[config.mk]
export PLATFORM = sky130hd
export DESIGN_NAME = ctrl_unit
export DESIGN_NICKNAME = d
export VERILOG_FILES = /design/src/rtl/ctrl_unit.sv
export SDC_FILE = /design/constraint.sdc
export NUM_CORES = 1
export LEC_CHECK = 0
export ABC_CLOCK_PERIOD_IN_PS = 800
export CAP_MARGIN = 30
export CELL_PAD_IN_SITES_DETAIL_PLACEMENT = 0
export CELL_PAD_IN_SITES_GLOBAL_PLACEMENT = 2
export CORE_ASPECT_RATIO = 0.7
export CORE_MARGIN = 2
export CORE_UTILIZATION = 26
export CTS_CLUSTER_SIZE = 12
export DETAILED_ROUTE_END_ITERATION = 8
export GPL_ROUTABILITY_DRIVEN = 0
export PLACE_DENSITY = 0.81
export RECOVER_POWER = 100
export SYNTH_ARGS = -nofsm -noshare
export SYNTH_HDL_FRONTEND = slang
export SYNTH_SLANG_ARGS = --single-unit
[constraint.sdc]
create_clock -name clk -period 0.8 [get_ports clk]
set_input_delay 0.16 -clock clk [delete_from_list [all_inputs] [get_ports clk]]
set_output_delay 0.16 -clock clk [all_outputs]
set_load 0.05 [all_outputs]
[src/rtl/ctrl_unit.sv]
// Single-cycle MIPS-subset control unit: combinational opcode/func decode
// captured into one register bank, so every control output has 1-cycle latency.
module ctrl_unit (
  input  logic       clk,
  input  logic       rst_n,
  input  logic       z,
  input  logic [5:0] op,
  input  logic [5:0] func,
  output logic       sext,
  output logic       regrt,
  output logic       jal,
  output logic       wreg,
  output logic       alium,
  output logic       wmen,
  output logic [3:0] aluc,
  output logic       shift,
  output logic [1:0] prsource,
  output logic       m2reg
);

  localparam int unsigned ALUC_W = 4;
  localparam int unsigned PCS_W  = 2;

  localparam logic [ALUC_W-1:0] ALU_ADD = 4'b0000;
  localparam logic [ALUC_W-1:0] ALU_SUB = 4'b0100;
  localparam logic [ALUC_W-1:0] ALU_AND = 4'b0001;
  localparam logic [ALUC_W-1:0] ALU_OR  = 4'b0101;
  localparam logic [ALUC_W-1:0] ALU_XOR = 4'b0010;
  localparam logic [ALUC_W-1:0] ALU_LUI = 4'b0110;
  localparam logic [ALUC_W-1:0] ALU_SLL = 4'b0011;
  localparam logic [ALUC_W-1:0] ALU_SRL = 4'b0111;
  localparam logic [ALUC_W-1:0] ALU_SRA = 4'b1111;

  localparam logic [PCS_W-1:0] PC_SEQ = 2'b00;
  localparam logic [PCS_W-1:0] PC_BR  = 2'b01;
  localparam logic [PCS_W-1:0] PC_REG = 2'b10;
  localparam logic [PCS_W-1:0] PC_JMP = 2'b11;

  typedef struct packed {
    logic              sext;
    logic              regrt;
    logic              jal;
    logic              wreg;
    logic              alium;
    logic              wmen;
    logic [ALUC_W-1:0] aluc;
    logic              shift;
    logic [PCS_W-1:0]  prsource;
    logic              m2reg;
  } ctrl_t;

  ctrl_t dec_c;
  ctrl_t ctrl_q;

  // Decode; anything not matched leaves the all-zero (no write, PC+4) word.
  always_comb begin
    dec_c = '0;
    case (op)
      6'b000000: begin
        case (func)
          6'b100000: begin dec_c.wreg = 1'b1; dec_c.aluc = ALU_ADD; end
          6'b100010: begin dec_c.wreg = 1'b1; dec_c.aluc = ALU_SUB; end
          6'b100100: begin dec_c.wreg = 1'b1; dec_c.aluc = ALU_AND; end
          6'b100101: begin dec_c.wreg = 1'b1; dec_c.aluc = ALU_OR;  end
          6'b100110: begin dec_c.wreg = 1'b1; dec_c.aluc = ALU_XOR; end
          6'b000000: begin dec_c.wreg = 1'b1; dec_c.shift = 1'b1; dec_c.aluc = ALU_SLL; end
          6'b000010: begin dec_c.wreg = 1'b1; dec_c.shift = 1'b1; dec_c.aluc = ALU_SRL; end
          6'b000011: begin dec_c.wreg = 1'b1; dec_c.shift = 1'b1; dec_c.aluc = ALU_SRA; end
          6'b001000: dec_c.prsource = PC_REG;
          default:   dec_c = '0;
        endcase
      end
      6'b001000, 6'b001100, 6'b001101, 6'b001110, 6'b001111: begin
        dec_c.wreg  = 1'b1;
        dec_c.regrt = 1'b1;
        dec_c.alium = 1'b1;
        case (op[2:0])
          3'b000:  begin dec_c.sext = 1'b1; dec_c.aluc = ALU_ADD; end
          3'b100:  dec_c.aluc = ALU_AND;
          3'b101:  dec_c.aluc = ALU_OR;
          3'b110:  dec_c.aluc = ALU_XOR;
          default: dec_c.aluc = ALU_LUI;
        endcase
      end
      6'b100011: begin
        dec_c.wreg  = 1'b1;
        dec_c.regrt = 1'b1;
        dec_c.alium = 1'b1;
        dec_c.sext  = 1'b1;
        dec_c.m2reg = 1'b1;
        dec_c.aluc  = ALU_ADD;
      end
      6'b101011: begin
        dec_c.wmen  = 1'b1;
        dec_c.alium = 1'b1;
        dec_c.sext  = 1'b1;
        dec_c.aluc  = ALU_ADD;
      end
      6'b000100: begin
        dec_c.sext     = 1'b1;
        dec_c.aluc     = ALU_SUB;
        dec_c.prsource = z ? PC_BR : PC_SEQ;
      end
      6'b000101: begin
        dec_c.sext     = 1'b1;
        dec_c.aluc     = ALU_SUB;
        dec_c.prsource = z ? PC_SEQ : PC_BR;
      end
      6'b000010: dec_c.prsource = PC_JMP;
      6'b000011: begin
        dec_c.prsource = PC_JMP;
        dec_c.jal      = 1'b1;
        dec_c.wreg     = 1'b1;
      end
      default: dec_c = '0;
    endcase
  end

  always_ff @(posedge clk or negedge rst_n) begin
    if (!rst_n) ctrl_q <= '0;
    else        ctrl_q <= dec_c;
  end

  assign sext     = ctrl_q.sext;
  assign regrt    = ctrl_q.regrt;
  assign jal      = ctrl_q.jal;
  assign wreg     = ctrl_q.wreg;
  assign alium    = ctrl_q.alium;
  assign wmen     = ctrl_q.wmen;
  assign aluc     = ctrl_q.aluc;
  assign shift    = ctrl_q.shift;
  assign prsource = ctrl_q.prsource;
  assign m2reg    = ctrl_q.m2reg;

endmodule

==> results of run 1 <==
cell usage after synthesis (2+ instances only):
cell     count  share of area [%]
a21oi_1      6                4.2
a32oi_1      2                2.4
buf_6        3                4.7
dfrtp_1     14                 49
inv_1        3                1.6
nand2_1      5                2.6
nand3_1      2                1.4
nand4_1      2                1.7
nor2_1       5                2.6
nor2b_1      4                3.5
nor3_1       2                1.4
nor3b_1      2                2.1
nor4_1       2                1.7
o22ai_1      3                2.6
registers in the layout (all words and copies together), names as in the netlist:
name      cells
prsource      2
sext          1
wreg          1
shift         1
alium         1
wmen          1
jal           1
aluc          4
m2reg         1
regrt         1
worst max path at each step:
stage,end,cells after the start
2_1_floorplan,aluc[3],4
3_3_place_gp,prsource[0],5
3_5_place_dp,prsource[0],5
4_1_cts,jal,1
5_1_grt,aluc[3],4
6_report,aluc[3],4
area by class of cell:
cell class,count,area (um2)
sequential,14,350
clock buffer,4,55.1
inverter,3,13.8
fill,222,995
tap,34,42.5
timing repair buffer,51,609
multi-input combinational,49,487
logic make-up (layout without fill, tap and decap cells):
group                  count (synthesis)  in the layout
AND/OR/NAND/NOR                       31             31
AO/OA/AOI/OAI                         17             17
flip-flops                            14             14
buffers and inverters                  6             58
XOR/XNOR                               1              1
per-layer routing:
| layer | up-vias | global-route usage (%) | routed length [um] |
|---|---|---|---|
| met5 | - | 0 | 0 |
| met4 | 0 | 6.53 | 42 |
| met3 | 6 | 4.24 | 170 |
| met2 | 35 | 21.0 | 1050 |
| met1 | 355 | 19.2 | 961 |
| li1 | 360 | - | - |
stage by stage:
step	hold slack [ns]	cells	setup TNS, ns
3_5_place_dp	0.503	149	-10.29
4_1_cts	0.226	154	-3.32
5_1_grt	0.240	155	-4.04
2_1_floorplan	-0.136	69	-1.97
6_report	0.242	155	-3.58
3_3_place_gp	0.505	149	-10.31
layout by cell type, fill, tap and decap left out, types with 2 or more instances in the layout:
master,synthesis,final
buf_4,0,15
buf_12,0,15
clkbuf_8,0,4
nor2_1,5,2
dfrtp_1,14,14
clkbuf_2,0,3
nor2_2,0,3
dlygate4sd2_1,0,5
nor4_4,1,2
o22ai_2,0,3
nand4_1,2,2
a21oi_1,6,3
nand2_1,5,4
a21oi_2,0,3
nor2b_1,4,3
buf_6,3,10
power by group through the flow:
stage	sequential (mW)	combinational [mW]	clock [mW]
after floorplan	0.795	0.114	0
after global placement	0.749	0.429	0
after detailed placement	0.750	0.433	0
after CTS	0.737	0.462	0.689
after global routing	0.738	0.549	0.715
final	0.737	0.518	0.675
timing repair:
| action | 4_1_cts | 5_1_grt |
|---|---|---|
| cloned | 0 | 0 |
| setup endpoints to repair | 28 | 28 |
| pin swaps | 15 | 5 |
| gates resized for setup | 52 | 30 |
| endpoints found under the hold margin | 0 | 0 |
| buffers inserted | 2 | 1 |
==> flow_summary.toml, run 1 <==
[clocking]
cts_hold_buf = 0
cts-root-buf = "clkbuf_8"
clk_pin_slew_worst_paths_ns = 0.06
clock_sinks = 14
clock_path_buffers = 2
numCtsBuffers = 3
cts_tree = "built"
htreeDepth = 1

[timing]
tightest_slew_ns = 0.320
fin_crit_ns = 1.02
fmax_ghz = 0.981
timing.final.ws_setup_ns = -0.219
rsz0062_at_grt = "yes"
hold_violations = 0
slew_violations = 0
maxSlewHeadroom_pct = 78.7
timing.final.crit_share_pct = 127
final-setup-viol-count = 23

[synth]
synth_xor_area_share_pct = 1.22
synth_cells = 69
synthArstFlopShare_pct = 100
synthAdderAreaFrac_pct = 0
syn_avg_cell_area_um2 = 10.4
synth_top_family_by_area = "simple AND/OR/NAND/NOR gates"
synth_mux_area_share_pct = 0
synth-seq-cells = 14
ys_types = 28
synth-compound-area-share_pct = 15.8
netlist_area_um2 = 721
syn_nets = 84
ys.flop_type = "dfrtp_1"
synth_warnings = 0
synth-edff-count = 0
ys_seq_area_share_pct = 48.6
synthSimpleGateAreaFrac_pct = 28.1

[routing]
wl_per_cell_um = 14.3
ant_nets = 0
firstDrtPassIters = 4
dr_total_vias = 756
wl_um = 2220
drt_iter0_markers = 13
drcViolationCount = 0
drt-vias-per-instance = 4.88

[flow_run]
max_cap_viol_count = 0

[setup_path]
cp-start-kind = "primary input"
cp_max_fo = 6
cpLargestDelayFamily = "simple AND/OR/NAND/NOR gates"
worst_setup_path_end_kind = "register"
critical_path_buf_inv_count = 1
critPathMaxStageDelay_ns = 0.53
crit_type = "in2reg"
critical_path_required_ns = 0.95
path_cells = "buf_6 > or4_4 > nand2b_4 > nor4_2"
critPathLaunch = "op[4]"
crit_path_top_delay_cell = "or4_4"
crit_arrival_ns = 1.16

[global_routing]
grt_max_degree = 15
grt_pass1_vias = 696
grt_remaining_overflow = 0
grt.total_usage_pct = 14.1
antenna_found_initial = 0
grt_pass1_wl_um = 3250

[floorplan]
die_w_um = 66.9
core_area_um2 = 2550
std_cell_rows = 15
die_h_um = 48.1
die_area_um2 = 3220
initial_utilization_pct = 28.2
ios = 29

[power_and_ir_drop]
leakage_nw = 0.670
pwr-share-clk_pct = 35.0
p_int_mw = 1.42
ir_drop_v = 0.000506
pwr-share-seq_pct = 38.2
power_mw = 1.93
p_comb_share_pct = 26.8
p_sw_uw = 512
powerDensity_nw_per_um2 = 1240
switching_share_pct = 26.6

[place]
pre_cts_slack_ns = -0.959
placed_cell_area_um2 = 1320
numPortBuffers = 28
dp_hpwl_um = 1540

[final_layout]
final_core_utilization_pct = 61.0
drive_gt1_share_pct = 64.5
syn_to_final_growth_pct = 116
diodes = 0
final_area_um2 = 1560
nets = 137

[hold_path]
hp-start = "op[4]"
hold_class = "in2reg"
holdPathEnd = "alium"
hold_depth = 3

[outcome]
status = "complete, but fails checks"
violations = "setup timing"
No activity file was read; power rests on OpenSTA's default activity.
==> run 2: changes to the inputs <==
--- a/config.mk
+++ b/config.mk
@@ -7,15 +7,16 @@
 export LEC_CHECK = 0
 export ABC_CLOCK_PERIOD_IN_PS = 800
 export CAP_MARGIN = 30
-export CELL_PAD_IN_SITES_DETAIL_PLACEMENT = 0
+export CELL_PAD_IN_SITES_DETAIL_PLACEMENT = 2
 export CELL_PAD_IN_SITES_GLOBAL_PLACEMENT = 2
 export CORE_ASPECT_RATIO = 0.7
 export CORE_MARGIN = 2
 export CORE_UTILIZATION = 26
+export CTS_CLUSTER_DIAMETER = 60
 export CTS_CLUSTER_SIZE = 12
 export DETAILED_ROUTE_END_ITERATION = 8
 export GPL_ROUTABILITY_DRIVEN = 0
-export PLACE_DENSITY = 0.81
+export PLACE_DENSITY = 0.88
 export RECOVER_POWER = 100
 export SYNTH_ARGS = -nofsm -noshare
 export SYNTH_HDL_FRONTEND = slang
==> flow_summary.toml, run 2 (synthesis results as in run 1) <==
[floorplan]
die_area_um2 = 3220
std_cell_rows = 15
core_area_um2 = 2550
die_w_um = 66.9
die_h_um = 48.1
ios = 29
initial_utilization_pct = 28.2

[timing]
fin_setup_tns_ns = -4.93
timing.final.ws_setup_ns = -0.374
rsz0062_at_grt = "yes"
final-setup-viol-count = 28
timing.final.crit_share_pct = 147
holdWs_ns = 0.292
hold_violations = 0
maxSlewHeadroom_pct = 75.4
fmax_ghz = 0.851
tightest_slew_ns = 0.369
slew_violations = 0
fin_crit_ns = 1.17

[final_layout]
final_common_cell = "buf_4"
fillCellCount = 214
stdcell_count = 159
nets = 140
drive_gt1_share_pct = 68.5
largest_reg_flops = 4
final_area_um2 = 1610
seq_area_um2 = 350
multi_input_area_um2 = 529
final_cell_mix = "buf_4, dfrtp_1, buf_12"
syn_to_final_growth_pct = 124

[setup_path]
cp_max_fo = 6
crit_arrival_ns = 1.34
worst_setup_path_end_kind = "register"
critPathLaunch = "op[4]"
crit_type = "in2reg"
cp-start-kind = "primary input"
critical_path_required_ns = 0.96

[power_and_ir_drop]
leakage_nw = 0.686
ir_drop_v = 0.000645
power_mw = 2.07
powerDensity_nw_per_um2 = 1280

[clocking]
clock_path_buffers = 2
cts_tree = "built"
cts-root-buf = "clkbuf_8"
htreeDepth = 1
clk_pin_slew_worst_paths_ns = 0.07
clock_sinks = 14
numCtsBuffers = 3

[global_routing]
grt.total_usage_pct = 29.1
grt_pass1_vias = 905
antenna_found_initial = 1
grt_remaining_overflow = 0
grt_pass1_wl_um = 6150
grt_max_degree = 15

[outcome]
status = "complete, but fails checks"
violations = "setup timing"

[place]
dp_hpwl_um = 2150
numPortBuffers = 28
placed_cell_area_um2 = 1320
dp.cells = 149

[routing]
drt-vias-per-instance = 5.67
dr_total_vias = 901
wl_um = 5130
wl_per_cell_um = 32.3
drt_iter0_markers = 29
ant_nets = 0
drcViolationCount = 0
firstDrtPassIters = 6

[hold_path]
hp-start = "op[3]"
hold_class = "in2reg"

[flow_run]
max_cap_viol_count = 0
==> run 2: cell count changes in the layout (fill, tap and decap cells not counted), moves of 2 or more <==
cell / previous run / this run
buf_4: 15 / 18
a21oi_1: 3 / 1
buf_2: 1 / 3
dlygate4sd2_1: 5 / 3
nor2_2: 3 / 1
nor2_4: 0 / 2
==> run 2: path summary, 6_finish.rpt <==
path | end | cells past startpoint
worst min-delay path | prsource[0] | 3
max in group asynchronous | wreg | 2
min in group asynchronous | alium | 2
worst max-delay path | aluc[0] | 5
==> run 2: repair_timing <==
item,in CTS,in global routing
pin swaps,11,10
endpoints found under the setup margin,28,28
hold buffers,0,0
hold endpoints to repair,0,0
gates resized for setup,66,24
buffers inserted,4,3
==> run 2: per-stage QoR <==
step / utilization [%] / setup slack, ns
floorplan: - / -0.397
global placement: 51.7 / -1.04
detailed placement: 51.7 / -1.17
CTS: 59.2 / -0.276
global route: 63.2 / -0.370
finish: 63.2 / -0.374
==> run 2: final cells by class <==
| cell class | instances | area share (%) |
|---|---|---|
| inverters | 3 | 0.853 |
| diodes | 1 | 0.155 |
| flip-flops and latches | 14 | 21.7 |
| repair buffers | 54 | 38.4 |
| well taps | 34 | 2.64 |
| clock buffers | 4 | 3.41 |
| multi-input cells | 49 | 32.8 |
==> run 2: where the power goes <==
group | internal [mW] | total, mW | switching (mW)
sequential | 0.723 | 0.739 | 0.0156
clock | 0.436 | 0.724 | 0.288
combinational | 0.259 | 0.608 | 0.349
total | 1.42 | 2.07 | 0.653
==> run 2: critical path: stages <==
cell	delay, ns
buf_6	0.09
or4_4	0.54
nand2b_4	0.22
buf_4	0.18
o22ai_2	0.13
==> run 2: per-layer routing <==
metal | wire, um | share of wire, % | vias to the layer above | global-route usage, %
met5 | 0 | 0 | - | 0
li1 | - | - | 366 | -
met3 | 443 | 8.6 | 14 | 4.00
met1 | 2240 | 44 | 462 | 42.6
met4 | 141 | 2.7 | 0 | 7.76
met2 | 2300 | 45 | 59 | 45.6
